### config.mk
export PLATFORM = sky130hd
export DESIGN_NAME = fpu_share_arbiter
export DESIGN_NICKNAME = d
export VERILOG_FILES = /design/src/rtl/fpu_share_arbiter.sv
export SDC_FILE = /design/constraint.sdc
export NUM_CORES = 1
export LEC_CHECK = 0
export BUFFER_PORTS_ARGS = -buffer_cell sky130_fd_sc_hd__buf_4
export CORE_AREA = 2 2 293 295
export DETAILED_ROUTE_END_ITERATION = 7
export DIE_AREA = 0 0 295 297
export MAX_ROUTING_LAYER = met4
export PLACE_DENSITY_LB_ADDON = 0.3
export SYNTH_ARGS = -nofsm -noshare
export SYNTH_HDL_FRONTEND = slang
export SYNTH_SLANG_ARGS = --single-unit
### constraint.sdc
create_clock -name clk_i -period 1.95 [get_ports clk_i]
set_input_delay 0.195 -clock clk_i [delete_from_list [all_inputs] [get_ports clk_i]]
set_output_delay 0.195 -clock clk_i [all_outputs]
set_load 0.01 [all_outputs]
### src/rtl/fpu_share_arbiter.sv
// fpu_share_arbiter: round-robin sharing of one FPU between N_REQ requesters,
// one op in flight, result routed back by tag, watchdog turns hung ops into errors.
module fpu_share_arbiter #(
  parameter int N_REQ   = 2,
  parameter int PLD_W   = 200,
  parameter int RES_W   = 64,
  parameter int TIMEOUT = 64,
  localparam int TW     = $clog2(N_REQ),
  localparam int CW     = $clog2(TIMEOUT)
) (
  input  logic                   clk_i,
  input  logic                   rst_ni,
  input  logic [N_REQ-1:0]       req_valid_i,
  output logic [N_REQ-1:0]       req_ready_o,
  input  logic [N_REQ*PLD_W-1:0] req_payload_i,
  input  logic                   flush_i,
  output logic                   fpu_valid_o,
  input  logic                   fpu_ready_i,
  output logic [PLD_W-1:0]       fpu_payload_o,
  output logic [TW-1:0]          fpu_tag_o,
  output logic                   fpu_flush_o,
  input  logic                   fpu_out_valid_i,
  input  logic [RES_W-1:0]       fpu_result_i,
  input  logic [4:0]             fpu_status_i,
  output logic [N_REQ-1:0]       rsp_valid_o,
  input  logic [N_REQ-1:0]       rsp_ready_i,
  output logic [RES_W-1:0]       rsp_result_o,
  output logic [4:0]             rsp_status_o,
  output logic                   rsp_err_o,
  output logic                   busy_o
);
  typedef enum logic [1:0] {IDLE, ISSUE, WAIT, RESP} state_e;
  state_e state_q, state_d;
  logic [TW-1:0] rr_q, rr_d, tag_q, tag_d, gnt, cand;
  logic [CW-1:0] cnt_q, cnt_d;
  logic [PLD_W-1:0] pld_q, pld_d;
  logic [RES_W-1:0] res_q, res_d;
  logic [4:0] st_q, st_d;
  logic err_q, err_d, flush_q, flush_d, gnt_vld;
  // scan from the highest offset down so the lowest offset from rr_q wins
  always_comb begin
    gnt_vld = 1'b0;
    gnt = '0;
    cand = '0;
    for (int k = N_REQ - 1; k >= 0; k--) begin
      cand = TW'((int'(rr_q) + k) % N_REQ);
      if (req_valid_i[cand]) begin
        gnt_vld = 1'b1;
        gnt = cand;
      end
    end
  end
  assign req_ready_o = (rst_ni && state_q == IDLE && !flush_i && gnt_vld) ? N_REQ'(1) << gnt : '0;
  always_comb begin
    state_d = state_q;
    rr_d = rr_q;
    tag_d = tag_q;
    cnt_d = cnt_q;
    pld_d = pld_q;
    res_d = res_q;
    st_d = st_q;
    err_d = err_q;
    flush_d = 1'b0;
    case (state_q)
      IDLE: if (req_ready_o != '0) begin
        state_d = ISSUE;
        tag_d = gnt;
        pld_d = req_payload_i[gnt*PLD_W +: PLD_W];
        rr_d = (gnt == TW'(N_REQ - 1)) ? '0 : gnt + 1'b1;
      end
      ISSUE: if (flush_i) begin
        state_d = IDLE;
        flush_d = 1'b1;
      end else if (fpu_ready_i) begin
        state_d = WAIT;
        cnt_d = '0;
      end
      WAIT: if (flush_i) begin
        state_d = IDLE;
        flush_d = 1'b1;
      end else if (fpu_out_valid_i) begin
        state_d = RESP;
        res_d = fpu_result_i;
        st_d = fpu_status_i;
        err_d = 1'b0;
      end else if (cnt_q == CW'(TIMEOUT - 1)) begin
        state_d = RESP;
        res_d = '0;
        st_d = '0;
        err_d = 1'b1;
        flush_d = 1'b1;
      end else begin
        cnt_d = cnt_q + 1'b1;
      end
      RESP: state_d = (flush_i || rsp_ready_i[tag_q]) ? IDLE : RESP;
      default: state_d = IDLE;
    endcase
  end
  always_ff @(posedge clk_i or negedge rst_ni) begin
    if (!rst_ni) begin
      state_q <= IDLE;
      rr_q <= '0;
      tag_q <= '0;
      cnt_q <= '0;
      pld_q <= '0;
      res_q <= '0;
      st_q <= '0;
      err_q <= 1'b0;
      flush_q <= 1'b0;
    end else begin
      state_q <= state_d;
      rr_q <= rr_d;
      tag_q <= tag_d;
      cnt_q <= cnt_d;
      pld_q <= pld_d;
      res_q <= res_d;
      st_q <= st_d;
      err_q <= err_d;
      flush_q <= flush_d;
    end
  end
  assign fpu_valid_o = state_q == ISSUE;
  assign fpu_payload_o = pld_q;
  assign fpu_tag_o = tag_q;
  assign fpu_flush_o = flush_q;
  assign rsp_valid_o = (state_q == RESP) ? N_REQ'(1) << tag_q : '0;
  assign rsp_result_o = res_q;
  assign rsp_status_o = st_q;
  assign rsp_err_o = err_q;
  assign busy_o = state_q != IDLE;
endmodule

=== Word-level counts from Yosys, hierarchy flattened ===
Cells that the tools add are included.

* Order comparisons: 3
* Equality and inequality tests: 12
* $mul: 1
* Reduce and logical (&&, ||, !) cells: 14
* Add/subtract/negate cells: 3
* Multiplexer cells: 38
* Bitwise operators: 1
* Shifts and indexed selects: 3

{| class="wikitable"
|+ Operators with widths
! kind !! number
|-
| indexed part select 400 x 10 -> 200 bit || 1
|-
| two-way mux 64 bit || 2
|-
| two-way mux 6 bit || 5
|-
| two-way mux 2 bit || 9
|-
| two-way mux 1 bit || 17
|-
| one-hot mux 6 bit (2 select lines) || 1
|-
| two-way mux 5 bit || 2
|-
| != test 2 bit (second input constant) || 4
|-
| one-hot mux 2 bit (4 select lines) || 1
|-
| nonzero test 2 bit || 4
|-
| adder 6 x 1 -> 6 bit (second input constant) || 1
|-
| equality test 6 bit (second input constant) || 1
|-
| less-than comparator 1 x 2 -> 1 bit (second input constant) || 3
|-
| multiplier 1 x 5 -> 6 bit (second input constant) || 1
|-
| AND reduction 3 bit || 2
|-
| AND reduction 6 bit || 1
|-
| equality test 2 bit (second input constant) || 2
|-
| != test 2 x 1 -> 1 bit (second input constant) || 2
|-
| != test 4 bit (second input constant) || 1
|-
| left shift 1 x 1 -> 2 bit (first input constant) || 2
|-
| logical AND 1 bit || 3
|-
| != test 3 x 2 -> 1 bit (second input constant) || 1
|-
| adder 1 bit (second input constant) || 2
|-
| equality test 2 x 1 -> 1 bit (second input constant) || 1
|-
| other kinds (6) || 6
|}

* Input bits: 478
* Output and inout bits: 278
* Logic and storage cells: 84
* Register bits after elaboration: 281

=== Longest topological paths before layout ===
* Word-level depth: 10
* Depth in mapped cells: 9

=== Least setup slack after synthesis ===
OpenSTA, ideal clock, no wires.

* Path type: register to register
* Start point: reg state_q[0]
* End point: reg state_q[0]
* Cell stages (with the launch flop): 7
* Setup slack: -54 ps
* Path buffers: 1
* Data arrival time: 1,879 ps
* Path through: dfrtp_1 inv_1 ha_1 clkbuf_1 or3b_2 o221ai_1 mux2_2

* Cells in the longest elaborated chain, start to end: 8

{| class="wikitable"
|+ RTL lines
! element !! RTL line !! source
|-
| from (decl) || 33 || <nowiki>state_e state_q, state_d;</nowiki>
|-
| from (signal assigned) || 111 || <nowiki>state_q <= state_d;</nowiki>
|-
| zero test 2 bit || 53, 64 ||
|-
| logical AND 1 bit (3 in series) || 53 || <nowiki>assign req_ready_o = (rst_ni && state_q == IDLE && !flush_i && gnt_vld) ? N_REQ'(1) << gnt : '0;</nowiki>
|-
| two-way mux 2 bit || 53 ||
|-
| nonzero test 2 bit || 65 || <nowiki>IDLE: if (req_ready_o != '0) begin</nowiki>
|-
| != test 2 x 1 -> 1 bit (no source line) || - ||
|-
| AND reduction 3 bit (no source line) || - ||
|}

Parallel ways exist; a longest one is shown, timed or not.
A chain may end at the register's enable or synchronous reset.

=== Final worst setup path ===
* Start point: reg state_q[0]
* End point: reg pld_q[3] (netlist: fpu_payload_o[3])

* Cells in the longest elaborated chain, start to end: 7

{| class="wikitable"
|+ RTL lines
! element !! RTL line !! source
|-
| zero test 2 bit (*) || 53, 64 ||
|-
| logical AND 1 bit (3 in series) || 53 ||
|-
| two-way mux 2 bit || 53 ||
|-
| nonzero test 2 bit || 65 ||
|-
| AND reduction 2 bit (no source line) (*) || - ||
|-
| to (signal assigned) || 115 || <nowiki>pld_q <= pld_d;</nowiki>
|-
| to (decl) || 36 || <nowiki>logic [PLD_W-1:0] pld_q, pld_d;</nowiki>
|}

Mark *: on every way between the ends. The rest lies on a longest branch, timed or not.

==> results.yml <==
logic_synthesis:
  synth_seq_cells: 281
  synth_area_um2: 12000
  yosys-top-cells-count: "281 x dfrtp_1, 269 x a22o_1, 202 x a21o_1"
  yosys_warnings: 0
  synth_area_leaders: "dfrtp_1 59%, a22o_1 20%, a21o_1 13%, buf_6 1.9%, buf_2 1.1%"
  synth.most_common_cell: "dfrtp_1"
  synth_ff_type: "dfrtp_1"
  synth.top_cell.area_share: 0.588
  async_flop_share: 1.00
  syn_area_per_cell_um2: 13.1
  yosysUniqueCellTypes: 42
  syn_nets: 1399
  ys_seq_area_frac: 0.588
  synth_cells: 915
  yosys.area.top_type: "dfrtp_1"
  synth_edf_count: 0
critical_path:
  critical_path_class: "register to register"
  critPathMaxStageDelay_ns: 0.39
  worstPathArrival_ns: 2.59
  cpMaxStageDelayCell: "dfrtp_1"
  critPathRequiredTime_ns: 2.38
  cp-start-kind: "register"
  worst_path_most_repeated_cell: "buf_16"
  path_cells: "inv_2 -> ha_4 -> nand3b_4 -> or2_4 -> buf_6 -> buf_16 -> buf_16 -> clkbuf_16 -> a22o_1 -> a21o_1"
  crit_path_max_fanout: 8
  worstSetupEndpointType: "register"
detailed_routing:
  avgRoutedWirePerCell_um: 19.0
  final_antenna_net_count: 0
  wl_um: 64900
  vias: 13767
  drc: 0
  routed_via_density: 4.02
  first_pass_iters: 5
  drt_iter0_drc: 696
die:
  die_h_um: 297
  dieArea_um2: 87600
  die_w_um: 295
  fp-row-count: 107
  core_area_um2: 84500
  ios: 756
  initial_core_util: 0.142
placement:
  post-place-ws_ns: -0.132
  port_buffers: 755
  dp_hpwl_um: 39100
  place_area_um2: 19500
  gp_congestion: 0.852
power:
  p_leak_uw: 0.0138
  vdd_drop_max_v: 0.000761
  power.density_nw_per_um2: 1220
  seqPwrFrac: 0.320
  p_total_uw: 32700
  p_int_uw: 22000
  p_switching_uw: 10800
  combPwrFrac: 0.468
  clkPwrFrac: 0.212
  sw_frac_of_total: 0.329
sta:
  rsz0062_at_grt: "yes"
  finalHoldViolations: 0
  setup-tns-final_ns: -30.07
  max_freq_mhz: 463
  skew_ns: 0.0138
  setup_violations: 201
  setup_slack_ns: -0.210
  slew_headroom: 0.329
  finalCritPeriodShare: 1.11
  maxSlewViolCount: 0
  min_period_ns: 2.16
  tightest_slew_ns: 1.01
global_routing:
  grt_pass1_wl_um: 88300
  antenna_found_initial: 2
  grt_use_total: 0.133
  grt_start_max_net_pins: 146
  first_global_vias: 14919
  grt_overflow: 0
clocking:
  cts_tree: "built"
  cts-htree-levels: 2
  clkTransAtPathRegs_ns: 0.06
  clk_latency_ns: 0.55
  cts.sinks: 281
  cts_root_buffer: "clkbuf_16"
  numCtsBuffers: 36
  clockBufferDepth: 3
finish:
  drive_gt1_frac: 0.431
  fin_nets: 2732
  syn2layout_area_growth_pct: 125
  final_util: 0.318
  design_area_um2: 26900
run:
  maxCapViolCount: 0
hold_path:
  hold_path.class: "primary input to register"
status:
  run_status: "complete, but fails checks"
  violations: "setup timing"
==> stage by stage <==
step                hold WS [ns]  instances
floorplan                 -0.101        915
global placement          0.0260       2815
detailed placement        0.0282       2815
CTS                       0.0612       3373
global route              0.0930       3421
finish                     0.118       3421
==> final timing paths <==
path / start / endpoint / slack (ns) / cells past startpoint
worst min register to register: rr_q / rr_q / 0.48 / 1
min in group asynchronous: rst_ni / rsp_result_o[60] / 0.28 / 2
worst max-delay path: state_q[0] / fpu_payload_o[3] / -0.21 / 10
max in group asynchronous: rst_ni / fpu_payload_o[18] / 0.26 / 3
worst min-delay path: flush_i / cnt_q[4] / 0.12 / 4
worst max register to register: state_q[0] / fpu_payload_o[3] / -0.21 / 10
==> what timing repair did <==
item / 4_1_cts / 5_1_grt
endpoints found under the setup margin: 199 / 223
gates resized for setup: 23 / 62
setup buffers: 13 / 13
hold buffers: 472 / 0
hold endpoints to repair: 527 / 0
pin swaps: 2 / 195
cloned: 7 / 34
==> layout make-up <==
cell class,instances,area [µm²]
clock inverters,9,128
repair buffers,1382,12800
diodes,1,2.50
clock buffers,57,1070
fillers,8332,57600
flip-flops and latches,281,7030
well taps,1144,1430
inverters,6,22.5
multi-input cells,541,4450
==> placed cells by master (no fill, tap or decap), drive strengths merged, types with 2 or more instances in the layout <==
cell type | synthesis | final
buf | 57 | 885
dlygate4sd3 | 0 | 472
dfrtp | 281 | 281
a22o | 269 | 269
a21o | 202 | 202
clkbuf | 30 | 82
nand2 | 10 | 10
inv | 6 | 8
nor2 | 6 | 6
a21oi | 6 | 6
ha | 6 | 6
nand2b | 4 | 4
clkinv | 0 | 4
mux2i | 3 | 3
nand4b | 3 | 3
a211o | 3 | 3
o211ai | 3 | 3
bufinv | 0 | 3
o21ai | 3 | 3
nand3 | 2 | 2
nor2b | 2 | 2
nand3b | 2 | 2
or2 | 2 | 2
and2 | 2 | 2
==> state kept, by name, indices dropped and copies added (netlist names) <==
register and cells:
fpu_tag_o 1, rr_q 1, fpu_payload_o 200, state_q 2, rsp_err_o 1, cnt_q 6
rsp_result_o 64, rsp_status_o 5, fpu_flush_o 1
==> power by group through the flow <==
stage / Clock [µW] / Sequential, µW / Combinational (µW)
floorplan: 0 / 11300 / 5030
global placement: 0 / 10400 / 13000
detailed placement: 0 / 10400 / 13200
CTS: 7260 / 10400 / 14300
global route: 7490 / 10700 / 16300
finish: 6950 / 10500 / 15300
==> per-layer routing <==
layer | vias to the layer above | part of all wire | global-route usage
met5 | - | 0 | -
met4 | 0 | 0.041 | 0.0534
met3 | 159 | 0.062 | 0.0286
met2 | 596 | 0.50 | 0.232
met1 | 6811 | 0.40 | 0.146
li1 | 6201 | - | -
==> critical path, delay by kind of cell (launching register included) <==
kind,cells,cell delay [ns]
simple gates,2,0.36
buf+inv,5,0.73
flops,1,0.39
compound gates,2,0.37
fa+ha+maj,1,0.15
==> cells by family (layout without fill, tap and decap cells) <==
logic type                 after synthesis  in the layout  synth area share
muxes                                    4              4           0.00345
DFF                                    281            281             0.588
and+or+nand+nor                         39             39            0.0199
AOI/OAI and AO/OA                      492            492             0.336
buffers and inverters                   93           1454            0.0461
other                                    0              1                 0
adders and majority gates                6              6           0.00628
(Power assumes the default switching activity.)
